<file path="config.mk">
export PLATFORM = sky130hd
export DESIGN_NAME = imm_gen_pipe
export DESIGN_NICKNAME = d
export VERILOG_FILES = /design/src/rtl/imm_gen_pipe.sv
export SDC_FILE = /design/constraint.sdc
export NUM_CORES = 1
export LEC_CHECK = 0
export CORE_AREA = 5 5 92 94
export CTS_CLUSTER_SIZE = 12
export DETAILED_ROUTE_END_ITERATION = 6
export DIE_AREA = 0 0 97 99
export PLACE_DENSITY = 0.78
export SYNTH_ARGS = -nofsm -noshare
export SYNTH_HDL_FRONTEND = slang
export SYNTH_SLANG_ARGS = --single-unit
</file>
<file path="constraint.sdc">
create_clock -name clk -period 1.7 [get_ports clk]
set_input_delay 0.34 -clock clk [delete_from_list [all_inputs] [get_ports clk]]
set_output_delay 0.34 -clock clk [all_outputs]
set_load 0.03 [all_outputs]
</file>
<file path="src/rtl/imm_gen_pipe.sv">
// imm_gen_pipe: registered RISC-V immediate generator with a valid/ready
// handshake. The immediate is decoded combinationally from the incoming
// instruction. Only the decoded value and its tag are stored, in a 2-entry
// skid buffer (OUT + SKD). Because in_ready depends only on stored state,
// the consumer can stall at full rate without a combinational ready path.
module imm_gen_pipe #(
  parameter int XLEN  = 32,
  parameter int TAG_W = 5
) (
  input  logic             clk,
  input  logic             rst,
  input  logic             flush,
  input  logic             in_valid,
  output logic             in_ready,
  input  logic [31:0]      inst,
  input  logic [2:0]       extend_sel,
  input  logic [TAG_W-1:0] in_tag,
  output logic             out_valid,
  input  logic             out_ready,
  output logic [XLEN-1:0]  imm,
  output logic [TAG_W-1:0] out_tag
);

  localparam logic [2:0] FMT_NONE  = 3'b000;
  localparam logic [2:0] FMT_I     = 3'b001;
  localparam logic [2:0] FMT_SHAMT = 3'b010;
  localparam logic [2:0] FMT_S     = 3'b011;
  localparam logic [2:0] FMT_B     = 3'b100;
  localparam logic [2:0] FMT_U     = 3'b101;
  localparam logic [2:0] FMT_J     = 3'b110;
  localparam logic [2:0] FMT_ZIMM  = 3'b111;

  logic [XLEN-1:0]  dec_imm;
  logic [XLEN-1:0]  skd_imm;
  logic [TAG_W-1:0] skd_tag;
  logic             skd_valid;
  logic             in_xfer;
  logic             out_xfer;
  logic             unused_opcode;

  // The opcode field never contributes to any immediate format.
  assign unused_opcode = ^inst[6:0];

  // SKD can only fill while OUT is full, so SKD valid means occupancy 2.
  assign in_ready = !skd_valid;
  assign in_xfer  = in_valid && in_ready;
  assign out_xfer = out_valid && out_ready;

  // Decode the immediate for the incoming instruction. Signed casts do the sign extension.
  always_comb begin
    dec_imm = '0;
    case (extend_sel)
      FMT_NONE:  dec_imm = '0;
      FMT_I:     dec_imm = XLEN'($signed(inst[31:20]));
      FMT_SHAMT: begin
        if (XLEN == 64) dec_imm[5:0] = inst[25:20];
        else            dec_imm[4:0] = inst[24:20];
      end
      FMT_S:     dec_imm = XLEN'($signed({inst[31:25], inst[11:7]}));
      FMT_B:     dec_imm = XLEN'($signed({inst[31], inst[7], inst[30:25], inst[11:8], 1'b0}));
      FMT_U:     dec_imm = XLEN'($signed({inst[31:12], 12'h000}));
      FMT_J:     dec_imm = XLEN'($signed({inst[31], inst[19:12], inst[20], inst[30:21], 1'b0}));
      FMT_ZIMM:  dec_imm[4:0] = inst[19:15];
      default:   dec_imm = '0;
    endcase
  end

  // OUT/SKD update. Reset beats flush, and flush beats every transfer. SKD
  // always drains into OUT first, which keeps the order strictly FIFO.
  always_ff @(posedge clk) begin
    if (rst) begin
      out_valid <= 1'b0;
      imm       <= '0;
      out_tag   <= '0;
      skd_valid <= 1'b0;
      skd_imm   <= '0;
      skd_tag   <= '0;
    end else if (flush) begin
      out_valid <= 1'b0;
      skd_valid <= 1'b0;
    end else if (out_xfer) begin
      if (skd_valid) begin
        imm       <= skd_imm;
        out_tag   <= skd_tag;
        skd_valid <= 1'b0;
      end else if (in_xfer) begin
        imm     <= dec_imm;
        out_tag <= in_tag;
      end else begin
        out_valid <= 1'b0;
      end
    end else if (in_xfer) begin
      if (!out_valid) begin
        out_valid <= 1'b1;
        imm       <= dec_imm;
        out_tag   <= in_tag;
      end else begin
        skd_valid <= 1'b1;
        skd_imm   <= dec_imm;
        skd_tag   <= in_tag;
      end
    end
  end

endmodule

</file>
Yosys cells after proc, flatten, opt, wreduce, memory -nomap -nowiden
Cells that the tools add are included.
{"block": "word_totals", "romBits": 0, "mem_bits_rw": 0, "mem_count": 0, "in_bits": 45, "latchBits": 0, "ff_bits": 76}
{"block": "op_classes", "shifts": 0, "magnitude_cmp": 0, "add_sub_neg": 0, "reduce_logical": 15, "n_mul": 0, "eq_ne": 10, "bitwise_logic": 2, "n_mux": 16, "n_div": 0}
{"cell": "32-bit two-way mux", "count": 5}
{"cell": "27-bit one-hot mux with 4 select lines", "count": 1}
{"cell": "5-bit one-hot mux with 6 select lines", "count": 1}
{"cell": "5-bit two-way mux", "count": 5}
{"cell": "3-bit == test, second input constant", "count": 4}
{"cell": "4-bit AND reduction", "count": 2}
{"cell": "2-bit OR reduction", "count": 4}
{"cell": "3-bit by 2-bit == test with 1-bit output, second input constant", "count": 2}
{"cell": "1-bit two-way mux", "count": 4}
{"cell": "2-bit inequality test, second input constant", "count": 2}
{"cell": "2-bit nonzero test", "count": 2}
{"cell": "3-bit by 1-bit == test with 1-bit output, second input constant", "count": 1}
{"cell": "3-bit zero test", "count": 1}
{"cell": "3-bit AND reduction", "count": 1}
{"cell": "3-bit OR reduction", "count": 1}
{"cell": "1-bit logical AND", "count": 2}
{"cell": "2-bit by 1-bit inequality test with 1-bit output, second input constant", "count": 1}
{"cell": "1-bit inverter", "count": 2}
{"cell": "2-bit AND reduction", "count": 1}
{"cell": "1-bit zero test", "count": 1}

Longest topological paths before layout
Gate-level depths: netlist of run 1.
{"block": "logic_depth", "depth_word": 6, "ltp_mapped": 6}

Worst setup path after synthesis of run 1
No wires, ideal clock.
{"block": "synth_timing", "kind": "register to register", "from": "reg out_valid", "to": "reg skd_imm[30]", "setup_time_ns": 0.134, "setup_slack_ns": -0.067, "t_arrival_ns": 1.633, "stages_incl_launch_ff": 7, "required_ns": 1.566, "cell_sequence": "dfxtp_1 > nand2b_1 > or3_1 > buf_6 > a21oi_4 > buf_6 > a211oi_1"}
{"block": "synth_between", "elab_chain_cells": 3}
{"element": "start, declared", "line": "18", "text": "output logic out_valid,"}
{"element": "start signal, assigned", "line": "72", "text": "out_valid <= 1'b0;"}
{"element": "start signal, assigned", "line": "79", "text": "out_valid <= 1'b0;"}
{"element": "start signal, assigned", "line": "90", "text": "out_valid <= 1'b0;"}
{"element": "1-bit logical AND", "line": "47", "text": "assign out_xfer = out_valid && out_ready;"}
{"element": "1-bit inverter (no line)"}
{"element": "4-bit AND reduction (no line) *"}
{"element": "end signal, assigned", "line": "99", "text": "skd_imm <= dec_imm;"}
{"element": "end, declared", "line": "34", "text": "logic [XLEN-1:0] skd_imm;"}
Mark *: on every way between the ends. The rest lies on a longest branch, timed or not.
A chain may end at the register's enable or synchronous reset.

Worst setup path after layout of run 1
{"block": "layout_timing", "from": "in inst[31]", "to": "reg imm[25]"}
{"block": "layout_between", "elab_chain_cells": 4, "word_cells_on_any_way": 6, "classes_between": "mux: 6"}
{"element": "start, declared", "line": "15", "text": "input logic [31:0] inst,"}
{"element": "27-bit one-hot mux with 4 select lines *", "line": "52", "text": "case (extend_sel)"}
{"element": "32-bit two-way mux (on tied branches)", "line": "93, 86"}
{"element": "32-bit two-way mux (on tied branches)", "line": "92, 82"}
{"element": "32-bit two-way mux *", "line": "81", "text": "end else if (out_xfer) begin"}
{"element": "end signal, assigned", "line": "83", "text": "imm <= skd_imm;"}
{"element": "end signal, assigned", "line": "87", "text": "imm <= dec_imm;"}
{"element": "end signal, assigned", "line": "95", "text": "imm <= dec_imm;"}
{"element": "end, declared", "line": "20", "text": "output logic [XLEN-1:0] imm,"}
Mark *: on every way between the ends. The rest lies on a longest branch, timed or not. The select of a mux whose other input is x is not followed.

==> results of run 1 <==
[metrics by stage]
stage	worst slack [ns]	instance area, sq um	power [W]
floorplan	0.113	3630	0.00227
CTS	0.00319	4990	0.00400
detailed placement	-0.506	4810	0.00263
global placement	-0.423	4810	0.00262
global route	0.00515	5070	0.00418
finish	0.0908	5070	0.00401
[path summary, 6_finish.rpt]
path	startpoint	end	slack, ns	depth (start not counted)
max	inst[31]	imm[25]	0.09	6
min	out_ready	skd_valid	0.39	3
max reg2reg	out_valid	imm[1]	0.13	4
min reg2reg	imm[25]	imm[25]	0.46	1
[power by group]
group | internal [W] | switching (W) | leakage (nW)
registers | 0.00183 | 0.0000288 | 0.618
clock network | 0.000754 | 0.000656 | 0.102
logic | 0.000348 | 0.000386 | 1.52
[final cells by class]
| cell class | instances | area [sq um] |
|---|---|---|
| sequential | 76 | 1520 |
| timing repair buffer | 133 | 1270 |
| clock inverter | 4 | 47.5 |
| inverter | 3 | 11.3 |
| tap | 102 | 128 |
| multi-input combinational | 300 | 1930 |
| clock buffer | 12 | 155 |
| fill | 616 | 2490 |
[metal layers]
metal | part of all wire [%] | vias to the layer above
met4 | 1.2 | 0
met1 | 43 | 1713
li1 | - | 1729
met5 | 0 | -
met3 | 5.7 | 14
met2 | 50 | 146
[cells in the mapped netlist, types with 2 or more instances]
cell type,instances,area [sq um]
a21o_1,19,143
buf_6,2,22.5
a22o_1,12,105
a222oi_1,4,40.0
and3b_1,11,96.3
nor2b_2,2,17.5
nor3_1,8,40.0
clkbuf_1,11,41.3
a211oi_1,26,195
a221oi_1,17,149
mux2i_1,8,80.1
nand2b_1,4,25.0
a21oi_1,20,100
buf_2,16,80.1
inv_1,3,11.3
nand3b_1,6,45.0
a311oi_1,5,43.8
o211ai_1,6,45.0
buf_4,5,37.5
nor2_1,48,180
nand4b_1,4,35.0
and2_1,7,43.8
nand2_1,52,195
o21ai_0,14,70.1
dfxtp_1,76,1520
and2b_1,2,15.0
mux2_2,4,45.0
[logic make-up (layout without fill, tap and decap cells)]
group / after synthesis / in the layout / share of synthesized area, %
AO/OA/AOI/OAI: 130 / 130 / 26.9
XOR/XNOR: 1 / 1 / 0.241
buffers and inverters: 37 / 152 / 5.31
flip-flops: 76 / 76 / 41.9
multiplexers: 12 / 12 / 3.45
AND/OR/NAND/NOR: 157 / 157 / 22.2
[sequential cells by signal, summed over array words and instances, names as in the netlist]
register and cells:
imm 32, skd_imm 32, out_tag 5, skd_tag 5
out_valid 1, skd_valid 1
[timing repair]
item	4_1_cts	5_1_grt
hold endpoints to repair	0	0
cloned	0	3
setup endpoints to repair	54	54
setup buffers	3	1
resized for setup	39	13
pin swaps	3	2
hold buffers	0	0
[worst max-delay path: cells and delay by family]
| family | cells | cell delay, ns |
|---|---|---|
| AND/OR/NAND/NOR | 1 | 0.23 |
| AO/OA/AOI/OAI | 3 | 0.67 |
| buffers and inverters | 2 | 0.62 |
==> impl_metrics.yaml, run 1 <==
status:
  outcome: "finished, final reports clean"
critical_path:
  end_kind: "flop"
  path_class: "input port to flop"
  cp_max_fo: 6
  critPathRequiredTime_ns: 1.94
  cpPeakStageDelay_ns: 0.46
  crit_slowest_cell: "clkdlybuf4s50_1"
  crit_chain: "clkdlybuf4s50_1, and2b_1, buf_4, o21ai_0, a221oi_1, a21o_1"
  worstPathArrival_ns: 1.85
  critPathLaunchType: "input port"
placement:
  hpwl_um: 7220
  dp_cells: 607
  io_buffers: 76
  place.gp.congestion: 0.833
die:
  pin_count: 84
  die-width_um: 97
  rows: 32
  die_h_um: 99
  initial_core_util_pct: 48.0
  die_area_sq_mm: 0.00960
  core_area_sq_mm: 0.00757
sta:
  worst_slew_pin_slew_ns: 0.437
  fin_tns_setup_ns: 0
  fin_crit_sh_pct: 94.7
  maxSlewViolCount: 0
  rsz0062_at_grt: "false"
  period_needed_ns: 1.61
  max-slew-margin-rel_pct: 70.8
  hold_slack_ns: 0.392
  max_clock_freq_mhz: 621
  final-hold-violation-count: 0
  skew_ns: 0.0156
  setup_violations: 0
final_layout:
  drive_gt1_share_pct: 18.0
  n_antenna_cell: 0
  finish.utilization_pct: 67.0
  area.growth.synth_to_final_pct: 39.7
  final_common_cell: "dfxtp_1"
  layout.nets: 568
  mostFrequentLayoutCells: "74 x dfxtp_1, 52 x nand2_1, 48 x nor2_1"
  stdcell_count: 630
clock_network:
  cts-buffers-inserted: 9
  cts_tree: "yes"
  clk_pin_slew_ns: 0.09
  cts.sinks: 76
  cts-root-buf: "clkbuf_8"
  clk_path_buf_depth: 2
  htreeDepth: 3
  clock_latency_ns: 0.35
global_route:
  grt_pass1_wl_um: 16800
  grt_max_degree: 63
  met2_usage_pct: 34.5
  busiest_layer: "met2"
  grt_usage_pct: 20.9
  grt_pass1_vias: 3430
  overflow: 0
  antenna_found_initial: 0
  grt_use_met1_pct: 27.4
  grtUsageMet3_pct: 3.82
logic_synthesis:
  syn_avg_cell_area_sq_um: 8.79
  synth_area_sq_mm: 0.00363
  synth_edf_count: 0
  syn-num-nets: 458
  ys_seq_elements: 76
  synthCells: 413
  ys_async_sr_fraction_pct: 0
  synthFlopType: "dfxtp_1"
  synth_warnings: 0
  ys_seq_area_share_pct: 41.9
  synth_cell_types: 48
detailed_routing:
  drtPass1Iterations: 5
  routedWlPerCell_um: 16.5
  dr.first_iter.drc_count: 199
  vias_per_cell: 5.72
  routed_wl_um: 10400
  routed-via-count: 3602
  drc: 0
  drtAntennaViolNets: 0
power:
  p_per_area_mw_per_mm2: 790
  peakVddDrop_mv: 0.476
  p_leak_nw: 2.24
worst_hold_path:
  min_path_type: "input port to flop"
run:
  cap_violations: 0
No activity file was read; power rests on OpenSTA's default activity.
==> run 2, diff against run 1 <==
--- a/config.mk
+++ b/config.mk
@@ -5,10 +5,10 @@
 export SDC_FILE = /design/constraint.sdc
 export NUM_CORES = 1
 export LEC_CHECK = 0
-export CORE_AREA = 5 5 92 94
+export CORE_AREA = 2 2 89 91
 export CTS_CLUSTER_SIZE = 12
 export DETAILED_ROUTE_END_ITERATION = 6
-export DIE_AREA = 0 0 97 99
+export DIE_AREA = 0 0 91 93
 export PLACE_DENSITY = 0.78
 export SYNTH_ARGS = -nofsm -noshare
 export SYNTH_HDL_FRONTEND = slang
==> run 2 against run 1 <==
Effect of this change: wire length shrank 3.0%; fmax shrank 3.6%; cell area grew 0.91%; setup slack lost 0.059 ns.
==> impl_metrics.yaml, run 2 (synthesized netlist as in run 1, its figures left out) <==
critical_path:
  ff2ff_setup_slack_ns: 0.11
  path_buf_inv: 1
  worstPathArrival_ns: 1.97
  crit_cells: 4
  r2r-end: "imm[9]"
  cpPeakStageDelay_ns: 0.58
  rr_startpoint: "skd_valid"
  crit_chain: "clkdlybuf4s50_1, or2_2, a221oi_1, a21o_1"
  end_kind: "flop"
  critPathLaunchType: "input port"
  critPathRequiredTime_ns: 2.00
  cpLargestDelayFamily: "buffers and inverters"
  r2r_cells: 5
  crit_slowest_cell: "clkdlybuf4s50_1"
  path_class: "input port to flop"
  cp_max_fo: 21
final_layout:
  n_antenna_cell: 0
  final_common_cell: "dfxtp_1"
  top_regs: "imm (32), skd_imm (32)"
  drive_gt1_share_pct: 19.4
  area.growth.synth_to_final_pct: 41.0
  mostFrequentLayoutCells: "75 x dfxtp_1, 52 x nand2_1, 51 x buf_4"
  layout.nets: 571
sta:
  hold_slack_ns: 0.421
  period_needed_ns: 1.67
  max_clock_freq_mhz: 599
  max-slew-margin-rel_pct: 67.2
  fin_tns_setup_ns: 0
  worst_slew_pin_slew_ns: 0.491
  setup_slack_ns: 0.0314
  maxSlewViolCount: 0
  setup_violations: 0
  rsz0062_at_grt: "false"
  fin_crit_sh_pct: 98.2
  final-hold-violation-count: 0
  skew_ns: 0.0101
global_route:
  grt_max_degree: 40
  grt_pass1_vias: 3418
  overflow: 0
  grt_usage_pct: 24.0
  antenna_found_initial: 0
  grt_pass1_wl_um: 16400
die:
  die-width_um: 91
  die_h_um: 93
  core_area_sq_mm: 0.00753
  initial_core_util_pct: 48.2
  die_area_sq_mm: 0.00846
  pin_count: 84
  rows: 32
worst_hold_path:
  min_path_type: "input port to flop"
  holdPathEnd: "skd_valid"
  hold_depth: 3
  hold_start: "in_valid"
power:
  peakVddDrop_mv: 0.447
  p_per_area_mw_per_mm2: 833
  p_leak_nw: 2.23
clock_network:
  cts-root-buf: "clkbuf_8"
  cts.sinks: 76
  cts-buffers-inserted: 9
  clock_latency_ns: 0.35
  htreeDepth: 3
  postCtsHoldBufs: 0
  cts_tree: "yes"
  clk_path_buf_depth: 2
  clk_pin_slew_ns: 0.08
detailed_routing:
  routedWlPerCell_um: 15.9
  drtAntennaViolNets: 0
  routed-via-count: 3562
  drtPass1Iterations: 6
  routed_wl_um: 10100
  drc: 0
  vias_per_cell: 5.63
  dr.first_iter.drc_count: 221
placement:
  io_buffers: 76
  place.gp.congestion: 0.883
  hpwl_um: 7230
  post-place-ws_ns: -0.493
status:
  outcome: "finished, final reports clean"
run:
  cap_violations: 0
-- run 2: worst register-to-register path: cells and delay by family (launching register included) --
kind	cells	cell delay, ns
compound gates	2	0.64
flops	1	0.46
simple gates	2	0.20
buf+inv	1	0.17
-- run 2: per-layer routing --
layer | routed length [um] | up-vias | track usage (%)
li1 | - | 1741 | -
met2 | 4980 | 126 | 41.7
met1 | 4380 | 1682 | 30.0
met3 | 588 | 13 | 3.79
met5 | 0 | - | 0
met4 | 149 | 0 | 8.96
-- run 2: how the worst max path moves through the flow --
| stage | from | end |
|---|---|---|
| 3_3_place_gp | out_ready | imm[14] |
| 4_1_cts | out_tag[1] | out_tag[1] |
| 2_1_floorplan | out_valid | skd_imm[30] |
| 3_5_place_dp | out_ready | imm[13] |
| 5_1_grt | flush | imm[22] |
| 6_report | flush | imm[22] |
-- run 2: layout make-up --
class | count | area [sq um]
repair buffers | 136 | 1240
fillers | 629 | 2410
multi-input cells | 300 | 1970
flip-flops and latches | 76 | 1520
clock buffers | 9 | 124
inverters | 3 | 11.3
well taps | 102 | 128
clock inverters | 7 | 125
-- run 2: through the flow --
| stage | total power, W | utilization (%) | cell area [sq um] | cells |
|---|---|---|---|---|
| finish | 0.00427 | 68.0 | 5120 | 633 |
| CTS | 0.00427 | 67.2 | 5060 | 633 |
| floorplan | 0.00227 | - | 3630 | 413 |
| detailed placement | 0.00263 | 64.0 | 4820 | 615 |
| global placement | 0.00261 | 64.0 | 4820 | 615 |
| global route | 0.00442 | 68.0 | 5120 | 633 |
-- run 2: what timing repair did --
action                     4_1_cts  5_1_grt
resized for setup               52       14
buffers inserted                 2        0
setup endpoints to repair       66       43
pin swaps                        1        2
-- run 2: power breakdown --
| part | switching, W | total (W) | internal (W) |
|---|---|---|---|
| combinational | 0.000382 | 0.000718 | 0.000336 |
| clock | 0.000701 | 0.00169 | 0.000984 |
| sequential | 0.0000295 | 0.00186 | 0.00183 |
